## config.mk

```make
export PLATFORM = sky130hd
export DESIGN_NAME = mc_control_fsm_flat
export DESIGN_NICKNAME = d
export VERILOG_FILES = /design/src/rtl/mc_control_fsm_if.sv /design/src/rtl/mc_control_fsm.sv /design/src/flat_wrapper.sv
export SDC_FILE = /design/constraint.sdc
export NUM_CORES = 1
export LEC_CHECK = 0
export BUFFER_PORTS_ARGS = -buffer_cell sky130_fd_sc_hd__buf_2
export CORE_MARGIN = 2
export CORE_UTILIZATION = 48
export CTS_CLUSTER_SIZE = 40
export DETAILED_ROUTE_END_ITERATION = 7
export GPL_ROUTABILITY_DRIVEN = 0
export PLACE_DENSITY = 0.84
export SLEW_MARGIN = 25
export SYNTH_ARGS = -nofsm -noshare
export SYNTH_HDL_FRONTEND = slang
export SYNTH_SLANG_ARGS = --single-unit
```

## constraint.sdc

```tcl
create_clock -name clk -period 2.12 [get_ports clk]
set_input_delay 0.106 -clock clk [delete_from_list [all_inputs] [get_ports clk]]
set_output_delay 0.106 -clock clk [all_outputs]
set_load 0.01 [all_outputs]
```

## src/rtl/mc_control_fsm_if.sv

```systemverilog
`default_nettype none
// ============================================================================
// Module   : mc_control_fsm_if
// Brief    : Instruction/status inputs and datapath control outputs of the
//            multicycle MIPS control unit.
// Revision : 1.0 - initial release
// ============================================================================
interface mc_control_fsm_if;
  logic [5:0] op;
  logic [5:0] funct;
  logic       zero;
  logic       mem_ready;
  logic       iord;
  logic       memwrite;
  logic       irwrite;
  logic       regdst;
  logic       memtoreg;
  logic       regwrite;
  logic       alusrca;
  logic [1:0] alusrcb;
  logic [1:0] pcsrc;
  logic       pcen;
  logic [2:0] alucontrol;
  logic       illegal;
  logic       instr_done;
  logic [3:0] state;

  // Datapath side: supplies instruction fields and status, consumes controls
  modport master (
    output op, funct, zero, mem_ready,
    input  iord, memwrite, irwrite, regdst, memtoreg, regwrite, alusrca,
           alusrcb, pcsrc, pcen, alucontrol, illegal, instr_done, state
  );

  // Control unit side
  modport slave (
    input  op, funct, zero, mem_ready,
    output iord, memwrite, irwrite, regdst, memtoreg, regwrite, alusrca,
           alusrcb, pcsrc, pcen, alucontrol, illegal, instr_done, state
  );
endinterface
`default_nettype wire

```

## src/rtl/mc_control_fsm.sv

```systemverilog
`default_nettype none
// ============================================================================
// Module   : mc_control_fsm
// Brief    : Moore FSM sequencing a shared-ALU/shared-memory MIPS datapath.
// Revision : 1.0 - initial release
// ============================================================================
module mc_control_fsm #(
  parameter bit TRAP_ON_ILLEGAL = 1'b1
) (
  input  wire logic         clk,
  input  wire logic         reset,
  mc_control_fsm_if.slave   bus
);

  localparam logic [5:0] c_OP_RTYPE = 6'h00;
  localparam logic [5:0] c_OP_J     = 6'h02;
  localparam logic [5:0] c_OP_BEQ   = 6'h04;
  localparam logic [5:0] c_OP_ADDI  = 6'h08;
  localparam logic [5:0] c_OP_LW    = 6'h23;
  localparam logic [5:0] c_OP_SW    = 6'h2B;

  localparam logic [1:0] c_ALUOP_ADD   = 2'b00;
  localparam logic [1:0] c_ALUOP_SUB   = 2'b01;
  localparam logic [1:0] c_ALUOP_FUNCT = 2'b10;

  typedef enum logic [3:0] {
    S_FETCH   = 4'd0,
    S_DECODE  = 4'd1,
    S_MEMADR  = 4'd2,
    S_MEMRD   = 4'd3,
    S_MEMWB   = 4'd4,
    S_MEMWR   = 4'd5,
    S_EXECUTE = 4'd6,
    S_ALUWB   = 4'd7,
    S_BRANCH  = 4'd8,
    S_ADDIEX  = 4'd9,
    S_ADDIWB  = 4'd10,
    S_JUMP    = 4'd11,
    S_HALT    = 4'd15
  } state_t;

  state_t     r_state;
  state_t     w_next;
  logic       w_funct_ok;
  logic       w_iord, w_memwrite, w_irwrite, w_regdst, w_memtoreg;
  logic       w_regwrite, w_alusrca, w_pcwrite, w_branch, w_illegal, w_done;
  logic [1:0] w_alusrcb, w_pcsrc, w_aluop;
  logic [2:0] w_alucontrol;

  always_ff @(posedge clk or posedge reset) begin
    if (reset) r_state <= S_FETCH;
    else       r_state <= w_next;
  end

  assign w_funct_ok = (bus.funct == 6'h20) || (bus.funct == 6'h22) ||
                      (bus.funct == 6'h24) || (bus.funct == 6'h25) ||
                      (bus.funct == 6'h2A);

  always_comb begin
    w_next     = S_FETCH;
    w_iord     = 1'b0;
    w_memwrite = 1'b0;
    w_irwrite  = 1'b0;
    w_regdst   = 1'b0;
    w_memtoreg = 1'b0;
    w_regwrite = 1'b0;
    w_alusrca  = 1'b0;
    w_alusrcb  = 2'b00;
    w_pcsrc    = 2'b00;
    w_aluop    = c_ALUOP_ADD;
    w_pcwrite  = 1'b0;
    w_branch   = 1'b0;
    w_illegal  = 1'b0;
    w_done     = 1'b0;
    case (r_state)
      S_FETCH: begin
        w_alusrcb = 2'b01;
        w_irwrite = bus.mem_ready;
        w_pcwrite = bus.mem_ready;
        w_next    = bus.mem_ready ? S_DECODE : S_FETCH;
      end
      S_DECODE: begin
        w_alusrcb = 2'b11;
        case (bus.op)
          c_OP_LW, c_OP_SW: w_next = S_MEMADR;
          c_OP_BEQ:         w_next = S_BRANCH;
          c_OP_ADDI:        w_next = S_ADDIEX;
          c_OP_J:           w_next = S_JUMP;
          c_OP_RTYPE: begin
            if (w_funct_ok) begin
              w_next = S_EXECUTE;
            end else begin
              w_illegal = 1'b1;
              w_next    = TRAP_ON_ILLEGAL ? S_HALT : S_FETCH;
            end
          end
          default: begin
            w_illegal = 1'b1;
            w_next    = TRAP_ON_ILLEGAL ? S_HALT : S_FETCH;
          end
        endcase
      end
      S_MEMADR: begin
        w_alusrca = 1'b1;
        w_alusrcb = 2'b10;
        w_next    = (bus.op == c_OP_SW) ? S_MEMWR : S_MEMRD;
      end
      S_MEMRD: begin
        w_iord = 1'b1;
        w_next = bus.mem_ready ? S_MEMWB : S_MEMRD;
      end
      S_MEMWB: begin
        w_memtoreg = 1'b1;
        w_regwrite = 1'b1;
        w_done     = 1'b1;
      end
      S_MEMWR: begin
        w_iord     = 1'b1;
        w_memwrite = 1'b1;
        w_done     = bus.mem_ready;
        w_next     = bus.mem_ready ? S_FETCH : S_MEMWR;
      end
      S_EXECUTE: begin
        w_alusrca = 1'b1;
        w_aluop   = c_ALUOP_FUNCT;
        w_next    = S_ALUWB;
      end
      S_ALUWB: begin
        w_regdst   = 1'b1;
        w_regwrite = 1'b1;
        w_done     = 1'b1;
      end
      S_BRANCH: begin
        w_alusrca = 1'b1;
        w_aluop   = c_ALUOP_SUB;
        w_pcsrc   = 2'b01;
        w_branch  = 1'b1;
        w_done    = 1'b1;
      end
      S_ADDIEX: begin
        w_alusrca = 1'b1;
        w_alusrcb = 2'b10;
        w_next    = S_ADDIWB;
      end
      S_ADDIWB: begin
        w_regwrite = 1'b1;
        w_done     = 1'b1;
      end
      S_JUMP: begin
        w_pcsrc   = 2'b10;
        w_pcwrite = 1'b1;
        w_done    = 1'b1;
      end
      S_HALT: begin
        w_illegal = 1'b1;
        w_next    = S_HALT;
      end
      default: w_next = S_FETCH;
    endcase
  end

  // ALU decode shared with the single-cycle core
  always_comb begin
    w_alucontrol = 3'b010;
    case (w_aluop)
      c_ALUOP_ADD: w_alucontrol = 3'b010;
      c_ALUOP_SUB: w_alucontrol = 3'b110;
      default: begin
        case (bus.funct)
          6'h20:   w_alucontrol = 3'b010;
          6'h22:   w_alucontrol = 3'b110;
          6'h24:   w_alucontrol = 3'b000;
          6'h25:   w_alucontrol = 3'b001;
          6'h2A:   w_alucontrol = 3'b111;
          default: w_alucontrol = 3'b010;
        endcase
      end
    endcase
  end

  // Write enables and status are gated so nothing commits while reset is high
  assign bus.iord       = w_iord;
  assign bus.memwrite   = w_memwrite & ~reset;
  assign bus.irwrite    = w_irwrite & ~reset;
  assign bus.regdst     = w_regdst;
  assign bus.memtoreg   = w_memtoreg;
  assign bus.regwrite   = w_regwrite & ~reset;
  assign bus.alusrca    = w_alusrca;
  assign bus.alusrcb    = w_alusrcb;
  assign bus.pcsrc      = w_pcsrc;
  assign bus.pcen       = (w_pcwrite | (w_branch & bus.zero)) & ~reset;
  assign bus.alucontrol = w_alucontrol;
  assign bus.illegal    = w_illegal & ~reset;
  assign bus.instr_done = w_done & ~reset;
  assign bus.state      = r_state;

endmodule
`default_nettype wire

```

## src/flat_wrapper.sv

```systemverilog
// flat-port wrapper written by rule: the top's interface ports become plain ports
module mc_control_fsm_flat 
#(
  parameter bit TRAP_ON_ILLEGAL = 1'b1
)
  (clk, reset, bus_op, bus_funct, bus_zero, bus_mem_ready, bus_iord, bus_memwrite, bus_irwrite, bus_regdst, bus_memtoreg, bus_regwrite, bus_alusrca, bus_alusrcb, bus_pcsrc, bus_pcen, bus_alucontrol, bus_illegal, bus_instr_done, bus_state);
  mc_control_fsm_if bus_i ();
  input  wire logic clk;
  input  wire logic reset;
  input wire logic [$bits(bus_i.op)-1:0] bus_op;
  input wire logic [$bits(bus_i.funct)-1:0] bus_funct;
  input wire logic [$bits(bus_i.zero)-1:0] bus_zero;
  input wire logic [$bits(bus_i.mem_ready)-1:0] bus_mem_ready;
  output wire logic [$bits(bus_i.iord)-1:0] bus_iord;
  output wire logic [$bits(bus_i.memwrite)-1:0] bus_memwrite;
  output wire logic [$bits(bus_i.irwrite)-1:0] bus_irwrite;
  output wire logic [$bits(bus_i.regdst)-1:0] bus_regdst;
  output wire logic [$bits(bus_i.memtoreg)-1:0] bus_memtoreg;
  output wire logic [$bits(bus_i.regwrite)-1:0] bus_regwrite;
  output wire logic [$bits(bus_i.alusrca)-1:0] bus_alusrca;
  output wire logic [$bits(bus_i.alusrcb)-1:0] bus_alusrcb;
  output wire logic [$bits(bus_i.pcsrc)-1:0] bus_pcsrc;
  output wire logic [$bits(bus_i.pcen)-1:0] bus_pcen;
  output wire logic [$bits(bus_i.alucontrol)-1:0] bus_alucontrol;
  output wire logic [$bits(bus_i.illegal)-1:0] bus_illegal;
  output wire logic [$bits(bus_i.instr_done)-1:0] bus_instr_done;
  output wire logic [$bits(bus_i.state)-1:0] bus_state;
  assign bus_i.op = bus_op;
  assign bus_i.funct = bus_funct;
  assign bus_i.zero = bus_zero;
  assign bus_i.mem_ready = bus_mem_ready;
  assign bus_iord = bus_i.iord;
  assign bus_memwrite = bus_i.memwrite;
  assign bus_irwrite = bus_i.irwrite;
  assign bus_regdst = bus_i.regdst;
  assign bus_memtoreg = bus_i.memtoreg;
  assign bus_regwrite = bus_i.regwrite;
  assign bus_alusrca = bus_i.alusrca;
  assign bus_alusrcb = bus_i.alusrcb;
  assign bus_pcsrc = bus_i.pcsrc;
  assign bus_pcen = bus_i.pcen;
  assign bus_alucontrol = bus_i.alucontrol;
  assign bus_illegal = bus_i.illegal;
  assign bus_instr_done = bus_i.instr_done;
  assign bus_state = bus_i.state;
  mc_control_fsm #(.TRAP_ON_ILLEGAL(TRAP_ON_ILLEGAL)) u_core (.clk(clk), .reset(reset), .bus(bus_i));
endmodule
```

==> impl_metrics.toml, run 1 <==
[floorplanning]
die_w_um = 42.8
coreArea_um2 = 1350
num_io_pins = 37
rows = 13
die_h_um = 42.8
start_util_pct = 53.4
fp.dieArea_um2 = 1830

[drt]
drtIter0Drc = 12
wl_per_cell_um = 13.0
first_pass_iters = 4
routed_wl_um = 1960
ant_nets = 0
viasPerCell = 6.01
drcViolationCount = 0
vias = 908

[synthesis]
yosysWarnings = 0
synthCells = 101
synth_top_area_share_pct = 13.9
syn_avg_cell_area_um2 = 7.14
yosysUniqueCellTypes = 42
ys_ff_latch = 4
synth_nets = 117
synth.most_common_cell = "nor3_1"
synth_ff_type = "dfrtp_1"
async_flop_share_pct = 100
synth_common_cells = "nor3_1, nor2_1, a21oi_1, nand2b_1"
ys_seq_area_share_pct = 13.9
synth.area.top_cells = "dfrtp_1, nor3_1, nand2b_1, nor2_1, a21oi_1"
synth_top_area_cell = "dfrtp_1"
synth-edff-count = 0
synth_area_um2 = 721

[hold_path]
hp-class = "in2reg"
hp-start = "bus_mem_ready"

[pwr]
ir_worst_vdd_uv = 409
p_leak_nw = 0.416
finalPower_mw = 1.02
power.density_nw_per_um2 = 1100

[global_routing]
first_global_vias = 779
grt_max_degree = 20
overflow = 0
antenna_found_initial = 0
grtUsageTotal_pct = 22.2
grt_pass1_wl_um = 3240

[outcome]
outcome = "finished, final reports clean"

[clock_tree]
cts.sinks = 4
tritoncts = "done"
clock_path_buffers = 2
clkSlewWorstSetupHoldPaths_ps = 40
clkLatencyLatePin_ps = 240
cts-buffers-inserted = 3
root_buffer = "clkbuf_4"
cts-resized-gates = 0
cts_max_level = 1

[critical_path]
arrival_ps = 1610
crit_path_end_kind = "primary output"
worstPathMaxFanout = 8
critPathLaunch = "u_core.bus.state[1]$_DFF_PP0_"
rr_startpoint = "u_core.bus.state[1]$_DFF_PP0_"
worstPathRequired_ps = 2010
startpoint_type = "flip-flop"
critPathKind = "reg2out"

[sta]
fin_crit_sh_pct = 81.0
slew_headroom_pct = 76.0
tns_ps = 0
rsz0062_at_grt = "false"
finClkSkew_ps = 0.567
max_freq_mhz = 583
final-setup-viol-count = 0
worst-slew-pin-transition_ps = 356
period_minus_slack_ps = 1720
finalHoldViolCount = 0
final_max_slew_viol_count = 0

[job]
drv_cap = 0

[placed_design]
hpwl_um = 1510
numPortBuffers = 36

[cells_and_area]
fin_util_pct = 68.6
num-fill-cells = 122
nets = 154
syn_to_final_growth_pct = 28.5
diodes = 0
drive_gt1_share_pct = 35.3
largest_reg_flops = 4
[cell type report]
type | count | area [um2] | share of cell area (%)
clock buffers | 3 | 22.5 | 2.43
inverters | 5 | 18.8 | 2.03
multi-input cells | 83 | 546 | 58.9
flip-flops and latches | 4 | 100 | 10.8
well taps | 15 | 18.8 | 2.03
repair buffers | 41 | 220 | 23.8
[final timing paths]
kind                                            endpoint  slack, ps  cells past startpoint
hold / removal             u_core.bus.state[0]$_DFF_PP0_        320                      4
hold reg to reg            u_core.bus.state[3]$_DFF_PP0_        660                      3
setup / recovery                       bus_alucontrol[1]        400                      5
max in group asynchronous  u_core.bus.state[2]$_DFF_PP0_       1580                      3
min in group asynchronous  u_core.bus.state[3]$_DFF_PP0_        370                      3
setup reg to reg           u_core.bus.state[0]$_DFF_PP0_        740                      5
[report_power, final]
part	internal (mW)	switching (mW)	total (mW)
Sequential	0.113	0.0268	0.140
Combinational	0.318	0.461	0.779
Clock	0.0636	0.0355	0.0991
[routing by layer]
layer / wire length [um] / vias to the layer above / part of all wire (%) / track usage, %
met4: 14 / 0 / 0.72 / 8.13
met1: 811 / 413 / 41 / 26.1
li1: - / 449 / - / -
met2: 980 / 44 / 50 / 39.7
met3: 152 / 2 / 7.8 / 3.40
met5: 0 / - / 0 / 0
[through the flow]
step	instances	hold WS (ps)	instance area, um2	setup slack (ps)
after floorplan	101	-114	721	604
after global placement	147	65.3	893	681
after detailed placement	147	69.5	893	663
after CTS	151	312	926	403
after global routing	151	373	926	265
final	151	320	926	404
[what timing repair did]
| action | CTS | global route |
|---|---|---|
| buffers inserted | 0 | 0 |
| hold endpoints to repair | 4 | 0 |
| hold buffers | 1 | 0 |
[critical path, stage by stage, from the launching register on]
cell and delay, ps:
dfrtp_1 350, inv_2 80, nor2_1 130, nand4b_1 160, or4b_1 510, buf_2 150
[kinds of logic (layout without fill, tap and decap cells)]
kind of cell	after synthesis	after routing	share of synthesized area (%)
simple gates	52	52	41.8
xor+xnor	2	2	2.43
fa+ha+maj	1	1	1.39
compound gates	25	25	25.9
flops	4	4	13.9
buf+inv	14	49	10.4
mux	3	3	4.17
[cell usage in the layout, fill, tap and decap left out, drive strengths merged, types with 2 or more instances in the layout]
cell    instances
a31oi           3
inv             5
nor3           11
nand4           3
or3             2
nor4            3
o21bai          2
nand2           3
buf            40
xnor2           2
o21ai           3
o31ai           2
nand3           3
a21oi           7
nor2           10
o22ai           2
nor2b           2
mux2i           3
dfrtp           4
clkbuf          3
nand2b          7
No activity file was read; power rests on OpenSTA's default activity.
==> inputs of run 2 (changes only) <==
- CORE_UTILIZATION: 48 -> 40
- PLACE_DENSITY: 0.84 -> 0.75
- clock period: 2.12 -> 1.5 ns (I/O delays scaled with it)
==> run 2 against run 1 <==
The flow now finishes with violations (negative setup slack). Flip-flop and latch count unchanged. Register-to-register slack worse by 580 ps. Hold slack got worse by 19 ps. Global-route usage up 1.0 points. Routed wire length grew 17%. Clock-buffer cell count unchanged. Largest cell class unchanged. Design area rose by 23%. Critical endpoint unchanged. Via count grew 7.3%.
==> impl_metrics.toml, run 2 (synthesis results as in run 1) <==
[critical_path]
critPathLaunch = "u_core.bus.state[0]$_DFF_PP0_"
worstPathRequired_ps = 1420
startpoint_type = "flip-flop"
worstRegToRegCells = 5
worstSetupEndpoint = "bus_alucontrol[1]"
arrival_ps = 1490
worstPathMaxFanout = 2
crit_path_end_kind = "primary output"
critPathKind = "reg2out"
r2r_slack_ps = 160
r2r-end = "u_core.bus.state[0]$_DFF_PP0_"
rr_startpoint = "u_core.bus.state[1]$_DFF_PP0_"

[clock_tree]
cts-buffers-inserted = 3
clkSlewWorstSetupHoldPaths_ps = 40
cts_max_level = 1
clock_path_buffers = 2
clkLatencyLatePin_ps = 240
root_buffer = "clkbuf_4"
tritoncts = "done"
cts.sinks = 4

[hold_path]
hp-class = "in2reg"

[pwr]
finalPower_mw = 1.89
ir_worst_vdd_uv = 684
clock_power_share_pct = 7.0
power_frac_comb_pct = 81.4
p_int_uw = 980
seq_power_share_pct = 11.6
p_leak_nw = 0.503
power.density_nw_per_um2 = 1660
p_switching_uw = 915
power.share.switching_pct = 48.3

[floorplanning]
coreArea_um2 = 1710
rows = 15
start_util_pct = 42.2
fp.dieArea_um2 = 2160
num_io_pins = 37
die_h_um = 46.4
die_w_um = 46.4

[global_routing]
overflow = 0
grtUsageTotal_pct = 23.2
first_global_vias = 856
grt_max_degree = 14
grt_pass1_wl_um = 3650
antenna_found_initial = 0

[cells_and_area]
fin_cells = 173
layout_common_cells = "buf_2, buf_4, nor2_1, nor3_1, a21oi_1"
drive_gt1_share_pct = 50.0
fin_area_um2 = 1140
diodes = 0
num-fill-cells = 152
final_common_cell = "buf_2"
fin_util_pct = 66.7
syn_to_final_growth_pct = 58.0
nets = 166
largest_reg_flops = 4

[drt]
routed_wl_um = 2290
viasPerCell = 5.63
drcViolationCount = 0
ant_nets = 0
vias = 974
first_pass_iters = 3
drtIter0Drc = 6
wl_per_cell_um = 13.2

[sta]
slew_headroom_pct = 76.3
finalHoldViolCount = 0
finClkSkew_ps = 4.02
final_max_slew_viol_count = 0
final-setup-viol-count = 4
period_minus_slack_ps = 1570
tns_ps = -163
max_freq_mhz = 637
worst_slack_ps = -69.1
rsz0062_at_grt = "true"
hold_ws_ps = 301
fin_crit_sh_pct = 105
worst-slew-pin-transition_ps = 352

[placed_design]
hpwl_um = 1670
dp_slack_ps = 119
numPortBuffers = 36
dpl.cell_count = 161
post_dp_cell_area_um2 = 936

[outcome]
outcome = "finished, violations left"
violations = "negative setup slack"

[job]
drv_cap = 0
## run 2: worst max-delay path, cell delays in order (launching register included)
cell and delay, ps:
dfrtp_1 410, nor2_4 90, nand4b_1 130, or4b_1 470, buf_2 150
## run 2: area by class of cell
| type | count | area, um2 | area share (%) |
|---|---|---|---|
| multi-input combinational | 83 | 632 | 55.5 |
| timing repair buffer | 53 | 333 | 29.2 |
| sequential | 4 | 101 | 8.90 |
| tap | 25 | 31.3 | 2.75 |
| clock buffer | 3 | 22.5 | 1.98 |
| inverter | 5 | 18.8 | 1.65 |
## run 2: worst min path at each step
stage,end,start,cells past startpoint
2_1_floorplan,u_core.bus.state[0]$_DFF_PP0_,reset,1
3_5_place_dp,u_core.bus.state[1]$_DFF_PP0_,reset,2
3_3_place_gp,u_core.bus.state[1]$_DFF_PP0_,reset,2
4_1_cts,u_core.bus.state[3]$_DFF_PP0_,bus_op[4],5
6_report,u_core.bus.state[3]$_DFF_PP0_,bus_op[4],5
5_1_grt,u_core.bus.state[2]$_DFF_PP0_,bus_mem_ready,4
## run 2: power groups by stage
| stage | clock [mW] | sequential [mW] | combinational, mW |
|---|---|---|---|
| after floorplan | 0 | 0.232 | 0.711 |
| after global routing | 0.141 | 0.226 | 1.68 |
| after global placement | 0 | 0.196 | 1.14 |
| final | 0.133 | 0.219 | 1.54 |
| after detailed placement | 0 | 0.197 | 1.17 |
| after CTS | 0.136 | 0.211 | 1.38 |
## run 2: routing by layer
metal / vias to the layer above / global-route usage (%) / wire [um]
met2: 27 / 43.1 / 1230
met5: - / 0 / 0
met1: 466 / 26.5 / 923
li1: 477 / - / -
met3: 4 / 2.75 / 83
met4: 0 / 8.57 / 46
## run 2: repair_timing
| action | in CTS | in global routing |
|---|---|---|
| hold buffers | 1 | 0 |
| endpoints found under the setup margin | 7 | 10 |
| setup buffers | 8 | 1 |
| resized for setup | 11 | 13 |
| pin swaps | 3 | 3 |
| endpoints found under the hold margin | 4 | 0 |
==> inputs of run 3 (changes only) <==
- REMOVE_ABC_BUFFERS: unset -> 1
==> run 3 against run 2 <==
The run still ends with negative setup slack left. Sequential power about the same. Global-route usage increased by 1.9 points. Design area increased by 3.6%. Cell count increased by 2.9%. Maximum frequency decreased by 1.1%. Clock skew decreased by 3.1 ps. Setup slack got worse by 18 ps. Flip-flop and latch count unchanged. Total power increased by 8.6%. Sequential share of layout area decreased by 0.31 points. Critical path type unchanged. Critical endpoint unchanged. Largest cell class unchanged. Highest routed layer unchanged.
==> impl_metrics.toml, run 3 (synthesis results as in run 1) <==
[sta]
finalHoldViolCount = 0
final_max_slew_viol_count = 0
fin_crit_sh_pct = 106
max_freq_mhz = 630
finClkSkew_ps = 0.946
slew_headroom_pct = 75.1
hold_ws_ps = 319
tns_ps = -265
period_minus_slack_ps = 1590
final-setup-viol-count = 5
worst-slew-pin-transition_ps = 371
rsz0062_at_grt = "true"
worst_slack_ps = -87.2

[placed_design]
numPortBuffers = 36
post_dp_cell_area_um2 = 936
hpwl_um = 1640

[global_routing]
grt_pass1_wl_um = 3740
grtUsageTotal_pct = 25.1
antenna_found_initial = 0
grt_max_degree = 20
overflow = 0
first_global_vias = 822

[critical_path]
crit_slowest_cell = "or4b_1"
rr_startpoint = "u_core.bus.state[3]$_DFF_PP0_"
crit_path_end_kind = "primary output"
worstRegToRegCells = 5
worstSetupEndpoint = "bus_alucontrol[1]"
critPathLaunch = "u_core.bus.state[1]$_DFF_PP0_"
worstPathRequired_ps = 1420
critPathBufInv = 2
arrival_ps = 1510
r2r-end = "u_core.bus.state[2]$_DFF_PP0_"
worstPathMaxFanout = 2
cp.depth = 5
critPathMaxStageDelay_ps = 470
startpoint_type = "flip-flop"
crit_chain = "inv_2 > nor2_4 > nand4b_1 > or4b_1 > buf_2"
crit_family = "simple AND/OR/NAND/NOR gates"
critPathKind = "reg2out"
r2r_slack_ps = 60

[pwr]
p_switching_uw = 974
finalPower_mw = 2.06
power.density_nw_per_um2 = 1740
clock_power_share_pct = 6.5
power.share.switching_pct = 47.3
p_leak_nw = 0.525
seq_power_share_pct = 10.8
power_frac_comb_pct = 82.8
ir_worst_vdd_uv = 860
p_int_mw = 1.08

[floorplanning]
rows = 15
die_h_um = 46.4
start_util_pct = 42.2
num_io_pins = 37
fp.dieArea_um2 = 2160
die_w_um = 46.4
coreArea_um2 = 1710

[drt]
ant_nets = 0
drtIter0Drc = 27
routed_wl_um = 2630
wl_per_cell_um = 14.8
viasPerCell = 5.69
drcViolationCount = 0
first_pass_iters = 4
vias = 1013

[cells_and_area]
drive_gt1_share_pct = 51.0
multiInputGateArea_um2 = 609
final_common_cell = "buf_2"
fin_area_um2 = 1180
num-fill-cells = 149
fin_util_pct = 69.1
diodes = 0
largest_reg_flops = 4
syn_to_final_growth_pct = 63.7
layout_common_cells = "buf_2, buf_4, nor2_1, nor3_1, a21oi_1"
seqCellArea_um2 = 101
nets = 171

[outcome]
outcome = "finished, violations left"
violations = "negative setup slack"

[clock_tree]
cts_max_level = 1
cts.sinks = 4
cts-buffers-inserted = 3
clock_path_buffers = 2
clkLatencyLatePin_ps = 230
tritoncts = "done"
clkSlewWorstSetupHoldPaths_ps = 40
root_buffer = "clkbuf_4"

[hold_path]
hp-class = "in2reg"

[job]
drv_cap = 0
## run 3: worst min-delay path by stage
stage / slack, ps / depth (start not counted) / startpoint / endpoint
after floorplan: -150 / 1 / reset / u_core.bus.state[0]$_DFF_PP0_
after global placement: 40 / 2 / reset / u_core.bus.state[2]$_DFF_PP0_
after detailed placement: 60 / 2 / reset / u_core.bus.state[1]$_DFF_PP0_
after CTS: 290 / 4 / bus_mem_ready / u_core.bus.state[0]$_DFF_PP0_
after global routing: 350 / 5 / bus_op[4] / u_core.bus.state[3]$_DFF_PP0_
final: 320 / 5 / bus_op[4] / u_core.bus.state[3]$_DFF_PP0_
## run 3: metal layers
layer / GRT usage, % / wire length (um)
met2: 46.7 / 1380
met3: 3.92 / 160
met4: 10.9 / 70
met1: 27.5 / 1020
met5: 0 / 0
## run 3: through the flow
step / std cells / setup WS (ps)
after floorplan: 92 / -85.3
after global placement: 161 / 146
after detailed placement: 161 / 105
after CTS: 172 / -68.8
after global routing: 178 / -155
final: 178 / -87.2
## run 3: what timing repair did
action,4_1_cts,5_1_grt
gates resized for setup,8,15
hold buffers,1,0
setup endpoints to repair,8,10
setup buffers,7,5
gates cloned,0,1
pin swaps,3,2
endpoints found under the hold margin,4,0
## run 3: power by group through the flow
stage | combinational (mW) | sequential, mW | clock [mW]
after floorplan | 0.533 | 0.347 | 0
after global placement | 1.15 | 0.188 | 0
after global routing | 1.80 | 0.224 | 0.153
after detailed placement | 1.17 | 0.195 | 0
final | 1.70 | 0.222 | 0.133
after CTS | 1.38 | 0.200 | 0.143
## run 3: worst reg2reg max path: stages, from the launching register on
cell and delay, ps:
dfrtp_2 420, buf_4 150, clkbuf_16 150, buf_4 150, o31a_1 270, o22ai_1 210
## run 3: layout make-up
cell class,count,share of cell area [%]
repair buffers,58,33.3
multi-input cells,83,51.6
clock buffers,3,1.91
well taps,25,2.65
inverters,5,1.91
flip-flops and latches,4,8.59
